`src/rtl/uart_pkg.sv`:
```
// Shared types and helpers for the UART transmitter slice.
package uart_pkg;

  typedef enum logic [2:0] {
    IDLE   = 3'd0,
    START  = 3'd1,
    DATA   = 3'd2,
    STOP   = 3'd3,
    PARITY = 3'd4
  } uart_tx_state_t;

  localparam int DATA_BITS = 8;

  // Clock cycles per serial bit, truncated.
  function automatic int baud_div(input int clk_freq_hz, input int baud_rate_bps);
    return clk_freq_hz / baud_rate_bps;
  endfunction

endpackage

```
`src/rtl/uart_baud_gen.sv`:
```
// Bit-period timer: one-cycle tick every DIV cycles, held at count 0 while clear is high.
module uart_baud_gen
  import uart_pkg::*;
#(
  parameter int DIV = 10416
) (
  input  logic clk,
  input  logic reset,
  input  logic clear,
  output logic tick
);

  localparam int CW = (DIV > 1) ? $clog2(DIV) : 1;
  localparam logic [CW-1:0] LAST = CW'(DIV - 1);

  logic [CW-1:0] count;

  always_ff @(posedge clk or negedge reset) begin
    if (!reset) begin
      count <= '0;
    end else if (clear || (count == LAST)) begin
      count <= '0;
    end else begin
      count <= count + CW'(1);
    end
  end

  assign tick = (count == LAST);

endmodule

```
`src/rtl/uart_transmitter.sv`:
```
// UART TX: start bit, 8 data bits LSB-first, optional even parity (UART_TX_PARITY_EN), stop bit.
// Accepts transmit one edge after request; requests are ignored while busy.
module uart_transmitter
  import uart_pkg::*;
#(
  parameter int clk_freq  = 100_000_000,
  parameter int baud_rate = 9600
) (
  input  logic       clk,
  input  logic       reset,
  input  logic [7:0] data,
  input  logic       transmit,
  output logic       txd,
  output logic       busy
);

  localparam int BAUD_DIV = baud_div(clk_freq, baud_rate);

  generate
    if (BAUD_DIV < 2) begin : g_div_check
      $fatal(1, "uart_transmitter: BAUD_DIV must be >= 2");
    end
  endgenerate

  uart_tx_state_t state;
  logic [7:0]     shift;
  logic [2:0]     bit_idx;
  logic           tick;
  logic           baud_clear;

`ifdef UART_TX_PARITY_EN
  logic parity_bit;
`endif

  // Holding the timer in IDLE makes every frame's start bit a full period.
  assign baud_clear = (state == IDLE);

  uart_baud_gen #(
    .DIV (BAUD_DIV)
  ) u_baud_gen (
    .clk   (clk),
    .reset (reset),
    .clear (baud_clear),
    .tick  (tick)
  );

  always_ff @(posedge clk or negedge reset) begin
    if (!reset) begin
      state   <= IDLE;
      shift   <= '0;
      bit_idx <= '0;
      txd     <= 1'b1;
      busy    <= 1'b0;
`ifdef UART_TX_PARITY_EN
      parity_bit <= 1'b0;
`endif
    end else begin
      case (state)
        IDLE: begin
          txd  <= 1'b1;
          busy <= 1'b0;
          if (transmit) begin
            shift   <= data;
            bit_idx <= '0;
            state   <= START;
            txd     <= 1'b0;
            busy    <= 1'b1;
`ifdef UART_TX_PARITY_EN
            parity_bit <= ^data;
`endif
          end
        end

        START: begin
          if (tick) begin
            state <= DATA;
            txd   <= shift[0];
          end
        end

        DATA: begin
          if (tick) begin
            shift   <= shift >> 1;
            bit_idx <= bit_idx + 3'd1;
            if (bit_idx == 3'(DATA_BITS - 1)) begin
`ifdef UART_TX_PARITY_EN
              state <= PARITY;
              txd   <= parity_bit;
`else
              state <= STOP;
              txd   <= 1'b1;
`endif
            end else begin
              txd <= shift[1];
            end
          end
        end

`ifdef UART_TX_PARITY_EN
        PARITY: begin
          if (tick) begin
            state <= STOP;
            txd   <= 1'b1;
          end
        end
`endif

        STOP: begin
          if (tick) begin
            state <= IDLE;
            txd   <= 1'b1;
            busy  <= 1'b0;
          end
        end

        default: begin
          state <= IDLE;
          txd   <= 1'b1;
          busy  <= 1'b0;
        end
      endcase
    end
  end

endmodule

```
`config.mk`:
```
export PLATFORM = sky130hd
export DESIGN_NAME = uart_transmitter
export DESIGN_NICKNAME = d
export VERILOG_FILES = /design/src/rtl/uart_pkg.sv /design/src/rtl/uart_baud_gen.sv /design/src/rtl/uart_transmitter.sv
export SDC_FILE = /design/constraint.sdc
export NUM_CORES = 1
export LEC_CHECK = 0
export ABC_AREA = 1
export BUFFER_PORTS_ARGS = -buffer_cell sky130_fd_sc_hd__buf_2
export CORE_MARGIN = 5
export CORE_UTILIZATION = 40
export CTS_CLUSTER_DIAMETER = 50
export DETAILED_ROUTE_END_ITERATION = 16
export SYNTH_ARGS = -nofsm -noshare
export SYNTH_HDL_FRONTEND = slang
export SYNTH_SLANG_ARGS = --single-unit
```
`constraint.sdc`:
```
create_clock -name clk -period 1.5 [get_ports clk]
set_input_delay 0.3 -clock clk [delete_from_list [all_inputs] [get_ports clk]]
set_output_delay 0.3 -clock clk [all_outputs]
set_load 0.05 [all_outputs]
```
**Word level (Yosys, flattened, before mapping)**

Cells that the tools add are included.

- Register bits after elaboration: 30
- Logic and storage cells: 49
- Input bits: 11

- Bitwise logic cells: 1
- Mux-type cells: 22
- Equal/unequal tests: 10
- Reduce and logical (&&, ||, !) cells: 8
- Add/sub/neg operators: 2

Operators with widths:

| kind | number |
|---|---|
| 3-bit 2-to-1 mux | 7 |
| 8-bit 2-to-1 mux | 2 |
| 8-bit case mux with 2 select lines | 1 |
| 14-bit by 1-bit adder with 14-bit output (second input constant) | 1 |
| 14-bit == test (second input constant) | 1 |
| 14-bit 2-to-1 mux | 1 |
| 3-bit case mux with 4 select lines | 1 |
| 2-bit inequality test (second input constant) | 5 |
| 1-bit 2-to-1 mux | 7 |
| 3-bit by 2-bit == test with 1-bit output (second input constant) | 2 |
| 3-bit case mux with 2 select lines | 1 |
| 3-bit AND reduction | 2 |
| 5-bit AND reduction | 1 |
| 1-bit case mux with 4 select lines | 1 |
| 3-bit by 1-bit adder with 3-bit output (second input constant) | 1 |
| 3-bit by 1-bit == test with 1-bit output (second input constant) | 1 |
| 3-bit == test (second input constant) | 1 |
| 3-bit zero test | 1 |
| 1-bit case mux with 3 select lines | 1 |
| 2-bit AND reduction | 1 |
| 2-bit nonzero test | 1 |
| 2-bit OR reduction | 1 |
| 1-bit logical OR | 1 |
| 1-bit NOT | 1 |

**Logic depth before layout (Yosys ltp)**

Gate-level depths: netlist of the first run.

- Word-level depth: 4
- Mapped depth: 10
- Gate-level depth less buffers: 9

**Modules after synthesis**

A second synthesis of the first run with hierarchy kept.

- Cell total of the unflattened synthesis: 225
- Area total of the unflattened synthesis: 1,701.6 µm²

Modules (own cells, without submodules):

| module | instances | sequential area each (µm²) | cells an instance | area each (µm²) |
|---|---|---|---|---|
| uart_transmitter | 1 | 376.6 | 115 | 895.9 |
| uart_baud_gen | 1 | 350.3 | 110 | 805.8 |

**Worst setup path after synthesis of the first run**

OpenSTA, ideal clock, no wires.

- Path kind: reg2reg
- Start: register state[0]
- End: register bit_idx[0]
- Required time: 1,435 ps
- Setup slack: 83 ps
- Buffers on the path: 1
- Arrival time: 1,352 ps
- Library setup time: 65 ps
- Cell stages (with the launch flop): 8
- Path through: dfrtp_1 -> inv_1 -> ha_1 -> inv_1 -> o21ai_1 -> buf_2 -> nand3_1 -> nand2_1

- Cells in the longest elaborated chain, start to end: 3

RTL lines:

| element | RTL line | source |
|---|---|---|
| start, declared | uart_transmitter.sv:25 | `uart_tx_state_t state;` |
| start signal, assigned | uart_transmitter.sv:49 | `state <= IDLE;` |
| start signal, assigned | uart_transmitter.sv:65 | `state <= START;` |
| start signal, assigned | uart_transmitter.sv:76 | `state <= DATA;` |
| 3-bit by 2-bit == test with 1-bit output or 3-bit zero test (tied branches) | uart_transmitter.sv:58 | `case (state)` |
| 2-bit inequality test (no line) or 2-bit nonzero test (tied branches) | - |  |
| 3-bit AND reduction (no line) | - |  |
| end signal, assigned | uart_transmitter.sv:84 | `bit_idx <= bit_idx + 3'd1;` |
| end, declared | uart_transmitter.sv:27 | `logic [2:0] bit_idx;` |

Several ways; a longest one is shown, not always the timed one.
A chain may end at the register's enable or synchronous reset.

**Final worst setup path of the first run**

- Start: register state[1]
- End: register state[1]

- Cells in the longest elaborated chain, start to end: 3

RTL lines:

| element | RTL line |
|---|---|
| 3-bit by 2-bit == test with 1-bit output, or another cell as far along | uart_transmitter.sv:58 |
| 2-bit inequality test (no line) | - |
| 5-bit AND reduction (no line) | - |

Several ways; a longest one is shown, not always the timed one.

==> results of run 1 <==
cell usage after synthesis, drive strengths merged:
library cell	n	share of area, %
ha	8	5.8
o21ai	4	1.2
inv	25	5.5
nor2	37	8.5
nand3	22	6.7
o21bai	1	0.44
nand2	94	21
clkbuf	1	0.22
or2	1	0.36
dfrtp	28	41
nor3	5	1.5
xor2	4	2.0
dfstp	1	1.5
nand4	3	1.1
buf	5	2.3
a21oi	3	0.87
flip-flops by register name, summed over array words and instances, names as in the netlist:
register / cells
shift: 8
u_baud_gen.count: 14
busy: 1
state: 2
bit_idx: 3
txd: 1
metrics by stage:
step                utilization [%]  instance area (um2)  worst slack, ns  setup TNS, ns
floorplan                         -                 1720           0.0828              0
global placement               46.5                 1900            0.112              0
detailed placement             46.5                 1900           0.0882              0
CTS                            49.0                 2000           0.0662              0
global route                   49.1                 2000         -0.00188       -0.00188
finish                         49.1                 2000           0.0825              0
kinds of logic after synthesis:
logic type      synth area share [%]
flops                           42.3
fa+ha+maj                       5.82
compound gates                  2.47
xor+xnor                        2.04
simple gates                    39.4
buf+inv                         8.01
area by class of cell:
cell class	count	area share [%]
Clock buffer	7	4.81
Timing Repair Buffer	24	8.11
Clock inverter	1	0.250
Sequential cell	29	36.3
Inverter	25	4.68
Multi-Input combinational cell	182	42.8
Tap cell	50	3.12
path summary, 6_finish.rpt:
path                                 startpoint                       endpoint  cells past startpoint  slack, ns
setup reg to reg           state[1]$_DFFE_PN0P_           state[1]$_DFFE_PN0P_                      9       0.08
setup / recovery           state[1]$_DFFE_PN0P_           state[1]$_DFFE_PN0P_                      9       0.08
min in group clk                        data[7]           shift[7]$_DFFE_PN0P_                      5       0.34
hold / removal                            reset  u_baud_gen.count[7]$_DFF_PN0_                      2       0.02
max in group asynchronous                 reset                txd$_DFFE_PN1P_                      2       1.17
hold reg to reg            shift[1]$_DFFE_PN0P_           shift[1]$_DFFE_PN0P_                      2       0.47
timing repair:
item,CTS,global route
resized for setup,0,1
setup endpoints to repair,0,8
hold buffers,0,0
where the power goes:
part	total [W]	leakage (nW)	internal, W	switching (W)
Combinational	0.00151	0.631	0.000585	0.000924
Clock	0.000710	0.0542	0.000414	0.000296
Sequential	0.00113	0.382	0.00101	0.000123
layout by cell type (no fill, tap or decap), types with 2 or more instances in the layout:
master | netlist | layout
ha_1 | 8 | 7
nand2_2 | 2 | 2
o21ai_0 | 3 | 3
nand3_1 | 21 | 21
nor3_1 | 5 | 5
nand2_1 | 91 | 91
xor2_1 | 4 | 4
buf_4 | 1 | 11
clkbuf_8 | 0 | 7
buf_2 | 2 | 12
a21oi_1 | 3 | 3
nand4_1 | 3 | 3
nor2_2 | 3 | 3
dfrtp_1 | 28 | 28
inv_1 | 23 | 23
inv_2 | 2 | 2
nor2_1 | 34 | 34
worst max-delay path, delay by kind of cell, from the launching register on:
kind,cells,cell delay [ns]
adder cells (fa/ha/maj),1,0.21
AO/OA/AOI/OAI,1,0.07
buffers and inverters,3,0.23
AND/OR/NAND/NOR,4,0.46
flip-flops,1,0.40
per-layer routing:
metal | track usage (%) | share of wire [%] | vias up
li1 | - | - | 795
met5 | 0 | 0 | -
met1 | 18.8 | 50 | 646
met2 | 21.0 | 44 | 31
met4 | 4.66 | 1.1 | 0
met3 | 3.17 | 4.2 | 4
==> run summary, run 1 <==
CTS tree = yes
Clock-pin slew on the worst setup and hold paths = 0.07 ns
Fill cells = 426
Synthesized area per cell = 7.10 um2
Post-CTS setup buffer count = 0
Detailed Route WL = 3.42 mm
Iter 0 DRT Violations = 76
Clock buffer depth = 2
Cell count after synthesis = 242
Slowest-stage cell, CP = dfrtp_1
ANT cells = 0
FP Rows = 23
Final period util = 94.5%
Setup violators final = 0
Multi-input gate area = 857 um2
WP data arrival = 1.63 ns
H-tree levels = 2
Slew Viols, Final = 0
Max frequency = 705 MHz
PortBufs = 12
Die width = 75.6 um
Final hold vios = 0
DRC = 0
Routability-driven placement congestion ratio = 0.816
Leakage = 1.07 nW
Mapped Area = 1720 um2
Vias after detailed routing = 1476
Req. time, crit path = 1.72 ns
First-pass GRT wire length = 5.97 mm
CP Capture Type = flop
Post-route insts no fill = 318
Yosys cell types = 24
CTS sink cnt = 29
Seq/Total Area, Yosys = 42.3%
DR vias/cell = 4.64
Vias in the first global route = 1354
Crit-path max FO = 4
Starting density of the core = 42.1%
Crit path kind = flop to flop
Total power = 0.00335 W
Initial DRT Pass Iterations = 4
Wire per inst = 10.7 um
Hold/Removal Path Class = primary input to async pin
Worst slew margin = 75.2%
Root buf cell = clkbuf_8
Hpwl dp = 2.48 mm
Total clock buffers created by CTS = 5
Synthesis Warnings = 0
Antenna Nets Post-Route = 0
Synth-to-layout area growth = 16.6%
Crit start category = flop
FF+latch area = 727 um2
Crit path cell chain = inv_1, ha_2, inv_1, or2_2, o21ai_0, inv_1, nand2_1, nand2_1, nand2_1
Worst-skew pair later-pin latency = 0.27 ns
Layout cells sized above 1 = 16.4%
PD cells = 1670 nW/um2
Least-Margin Pin Slew = 0.372 ns
Max_cap viols = 0
Die area = 5710 um2
Final #Nets = 286
Worst Hold Margin = 0.0218 ns
Total GRT Usage = 13.6%
Chip height = 75.6 um
Core area = 4090 um2
Post-layout min period = 1.42 ns
Net Count, Synth = 261
Register bit total from synthesis = 29
Largest net degree at the start of global routing = 30
Total gr overflow = 0
Placed cells = 310
Antenna violations before repair = 0
Status = complete, no violations
I/O pins = 13
RSZ-0062 raised after global routing = yes
Clk_skew = 0.00914 ns
Peak supply drop = 0.825 mV
CP max stage delay = 0.40 ns
Note: power is estimated with default switching activity, not from simulation.
==> run 2: changes to the inputs <==
--- a/config.mk
+++ b/config.mk
@@ -11,6 +11,7 @@
 export CORE_UTILIZATION = 40
 export CTS_CLUSTER_DIAMETER = 50
 export DETAILED_ROUTE_END_ITERATION = 16
+export PLACE_DENSITY = 0.62
 export SYNTH_ARGS = -nofsm -noshare
 export SYNTH_HDL_FRONTEND = slang
 export SYNTH_SLANG_ARGS = --single-unit
==> run 2 against run 1 <==
Combinational power about the same. Clock skew decreased by 0.0015 ns. Non-clock buffer count unchanged. Critical path type unchanged. Sequential power about the same. Utilization decreased by 0.70 points. Largest cell class unchanged.
==> run summary, run 2 (same netlist as run 1, synthesis figures left out) <==
Met1 Routed Length = 1.80 mm (was 1.72 mm)
Max reg flops = 14 (unchanged)
Root buf cell = clkbuf_8 (unchanged)
Design Area, Final = 1980 um2 (was 2000 um2)
Iter 0 DRT Violations = 112 (was 76)
FP Rows = 23 (unchanged)
Met3 WL = 148 um (was 143 um)
Final hold vios = 0 (unchanged)
CP max stage delay = 0.40 ns (about the same)
DRC = 0 (unchanged)
Max frequency = 702 MHz (was 705 MHz)
Antenna Nets Post-Route = 0 (unchanged)
Largest regs = u_baud_gen.count x14, shift x8, bit_idx x3 (unchanged)
Vias after detailed routing = 1474 (was 1476)
Worst Hold Margin = 0.0237 ns (was 0.0218 ns)
ANT cells = 0 (unchanged)
Die width = 75.6 um (unchanged)
Peak supply drop = 0.681 mV (was 0.825 mV)
Crit start category = flop (unchanged)
Crit-path max FO = 4 (unchanged)
RSZ-0062 raised after global routing = yes (unchanged)
Wire per inst = 11.0 um (was 10.7 um)
Layout cells sized above 1 = 16.4% (unchanged)
CP Capture Type = flop (unchanged)
Total gr overflow = 0 (unchanged)
Top reg by flops = u_baud_gen.count (unchanged)
Slew Viols, Final = 0 (unchanged)
H-tree levels = 2 (unchanged)
Commonest non-fill, non-tap cell in the layout = nand2_1 (unchanged)
Met2 WL = 1.47 mm (was 1.51 mm)
Crit path cell chain = inv_1, ha_2, inv_1, or2_2, o21ai_0, inv_1, nand2_1, nand2_1, nand2_1 (unchanged)
R2r startpoint = state[1]$_DFFE_PN0P_ (unchanged)
Worst slew margin = 74.0% (was 75.2%)
Chip height = 75.6 um (unchanged)
Leakage = 1.05 nW (was 1.07 nW)
Largest net degree at the start of global routing = 30 (unchanged)
CTS sink cnt = 29 (unchanged)
Req. time, crit path = 1.72 ns (about the same)
Post-layout min period = 1.43 ns (was 1.42 ns)
Total clock buffers created by CTS = 5 (unchanged)
Clk_skew = 0.00765 ns (was 0.00914 ns)
Final period util = 95.0% (was 94.5%)
Worst Setup SP = state[1]$_DFFE_PN0P_ (unchanged)
Commonest cells after routing, fill and taps aside = 91 x nand2_1, 34 x nor2_1, 28 x dfrtp_1 (unchanged)
CTS Hold Bufs = 0 (unchanged)
Max_cap viols = 0 (unchanged)
PD cells = 1640 nW/um2 (was 1670 nW/um2)
Routability-driven placement congestion ratio = 0.789 (was 0.816)
Core area = 4090 um2 (unchanged)
Clock buffer depth = 2 (unchanged)
Die area = 5710 um2 (unchanged)
Setup violators final = 0 (unchanged)
Clock-pin slew on the worst setup and hold paths = 0.07 ns (about the same)
Antenna violations before repair = 0 (unchanged)
First-pass GRT wire length = 6.16 mm (was 5.97 mm)
Worst-skew pair later-pin latency = 0.28 ns (was 0.27 ns)
Status = complete, no violations (unchanged)
CTS tree = yes (unchanged)
DR vias/cell = 4.64 (about the same)
Placed Area = 1890 um2 (was 1900 um2)
Fill cells = 426 (unchanged)
PortBufs = 12 (unchanged)
Vias in the first global route = 1371 (was 1354)
Total GRT Usage = 14.4% (was 13.6%)
Hold/Removal Path Class = primary input to async pin (unchanged)
Starting density of the core = 42.1% (unchanged)
Detailed Route WL = 3.49 mm (was 3.42 mm)
Cts repair resizes = 0 (unchanged)
Slowest-stage cell, CP = dfrtp_1 (unchanged)
Max layer used = met4 (unchanged)
WP data arrival = 1.65 ns (was 1.63 ns)
I/O pins = 13 (unchanged)
Post-CTS setup buffer count = 0 (unchanged)
Least-Margin Pin Slew = 0.391 ns (was 0.372 ns)
Final #Nets = 286 (unchanged)
Hpwl dp = 2.47 mm (was 2.48 mm)
Synth-to-layout area growth = 14.9% (was 16.6%)
Crit path kind = flop to flop (unchanged)
Initial DRT Pass Iterations = 4 (unchanged)
[run 2: cell types whose count changed in the layout (fill, tap and decap cells not counted)]
| cell | previous run | this run |
|---|---|---|
| clkinv_2 | 1 | 2 |
| buf_12 | 1 | 0 |
| ha_1 | 7 | 6 |
| clkbuf_1 | 0 | 1 |
| clkbuf_8 | 7 | 5 |
| buf_4 | 11 | 12 |
| ha_2 | 1 | 2 |
[run 2: metal layers]
layer | vias up | global-route usage [%]
met4 | 0 | 6.99
met2 | 24 | 20.7
met5 | - | 0
li1 | 792 | -
met1 | 650 | 19.9
met3 | 8 | 3.96
[run 2: critical path, delay by kind of cell, from the launching register on]
family	cells	cell delay, ns
fa+ha+maj	1	0.21
simple gates	4	0.47
flops	1	0.40
buf+inv	3	0.23
compound gates	1	0.08
[run 2: layout make-up]
type                    instances  area (um2)  area share, %
repair buffers                 24         150           7.60
clock inverters                 2        10.0          0.507
flip-flops and latches         29         727           36.8
multi-input cells             182         860           43.5
inverters                      25        93.8           4.75
well taps                      50        62.6           3.17
clock buffers                   6        72.6           3.67
[run 2: report_power, final]
group / total (W) / switching (W) / internal (W)
logic: 0.00148 / 0.000916 / 0.000567
clock network: 0.000620 / 0.000300 / 0.000321
registers: 0.00114 / 0.000128 / 0.00101
total: 0.00324 / 0.00134 / 0.00190
[run 2: metrics by stage]
step                      util (%)  setup WS [ns]  instances  TNS (ns)  total power [W]
after detailed placement      46.2         0.0657        310         0          0.00263
after CTS                     48.2         0.0545        318         0          0.00327
after global placement        46.2         0.0722        310         0          0.00264
final                         48.3         0.0749        318         0          0.00324
after floorplan                  -         0.0828        242         0          0.00222
after global routing          48.3        -0.0258        318    -0.126          0.00356
[run 2: path summary, 6_finish.rpt]
kind,slack [ns],end,cells after the start
setup reg to reg,0.07,state[0]$_DFFE_PN0P_,9
hold / removal,0.02,u_baud_gen.count[11]$_DFF_PN0_,2
max in group asynchronous,1.16,txd$_DFFE_PN1P_,2
setup / recovery,0.07,state[0]$_DFFE_PN0P_,9
hold reg to reg,0.47,shift[3]$_DFFE_PN0P_,2
min in group clk,0.33,shift[7]$_DFFE_PN0P_,5
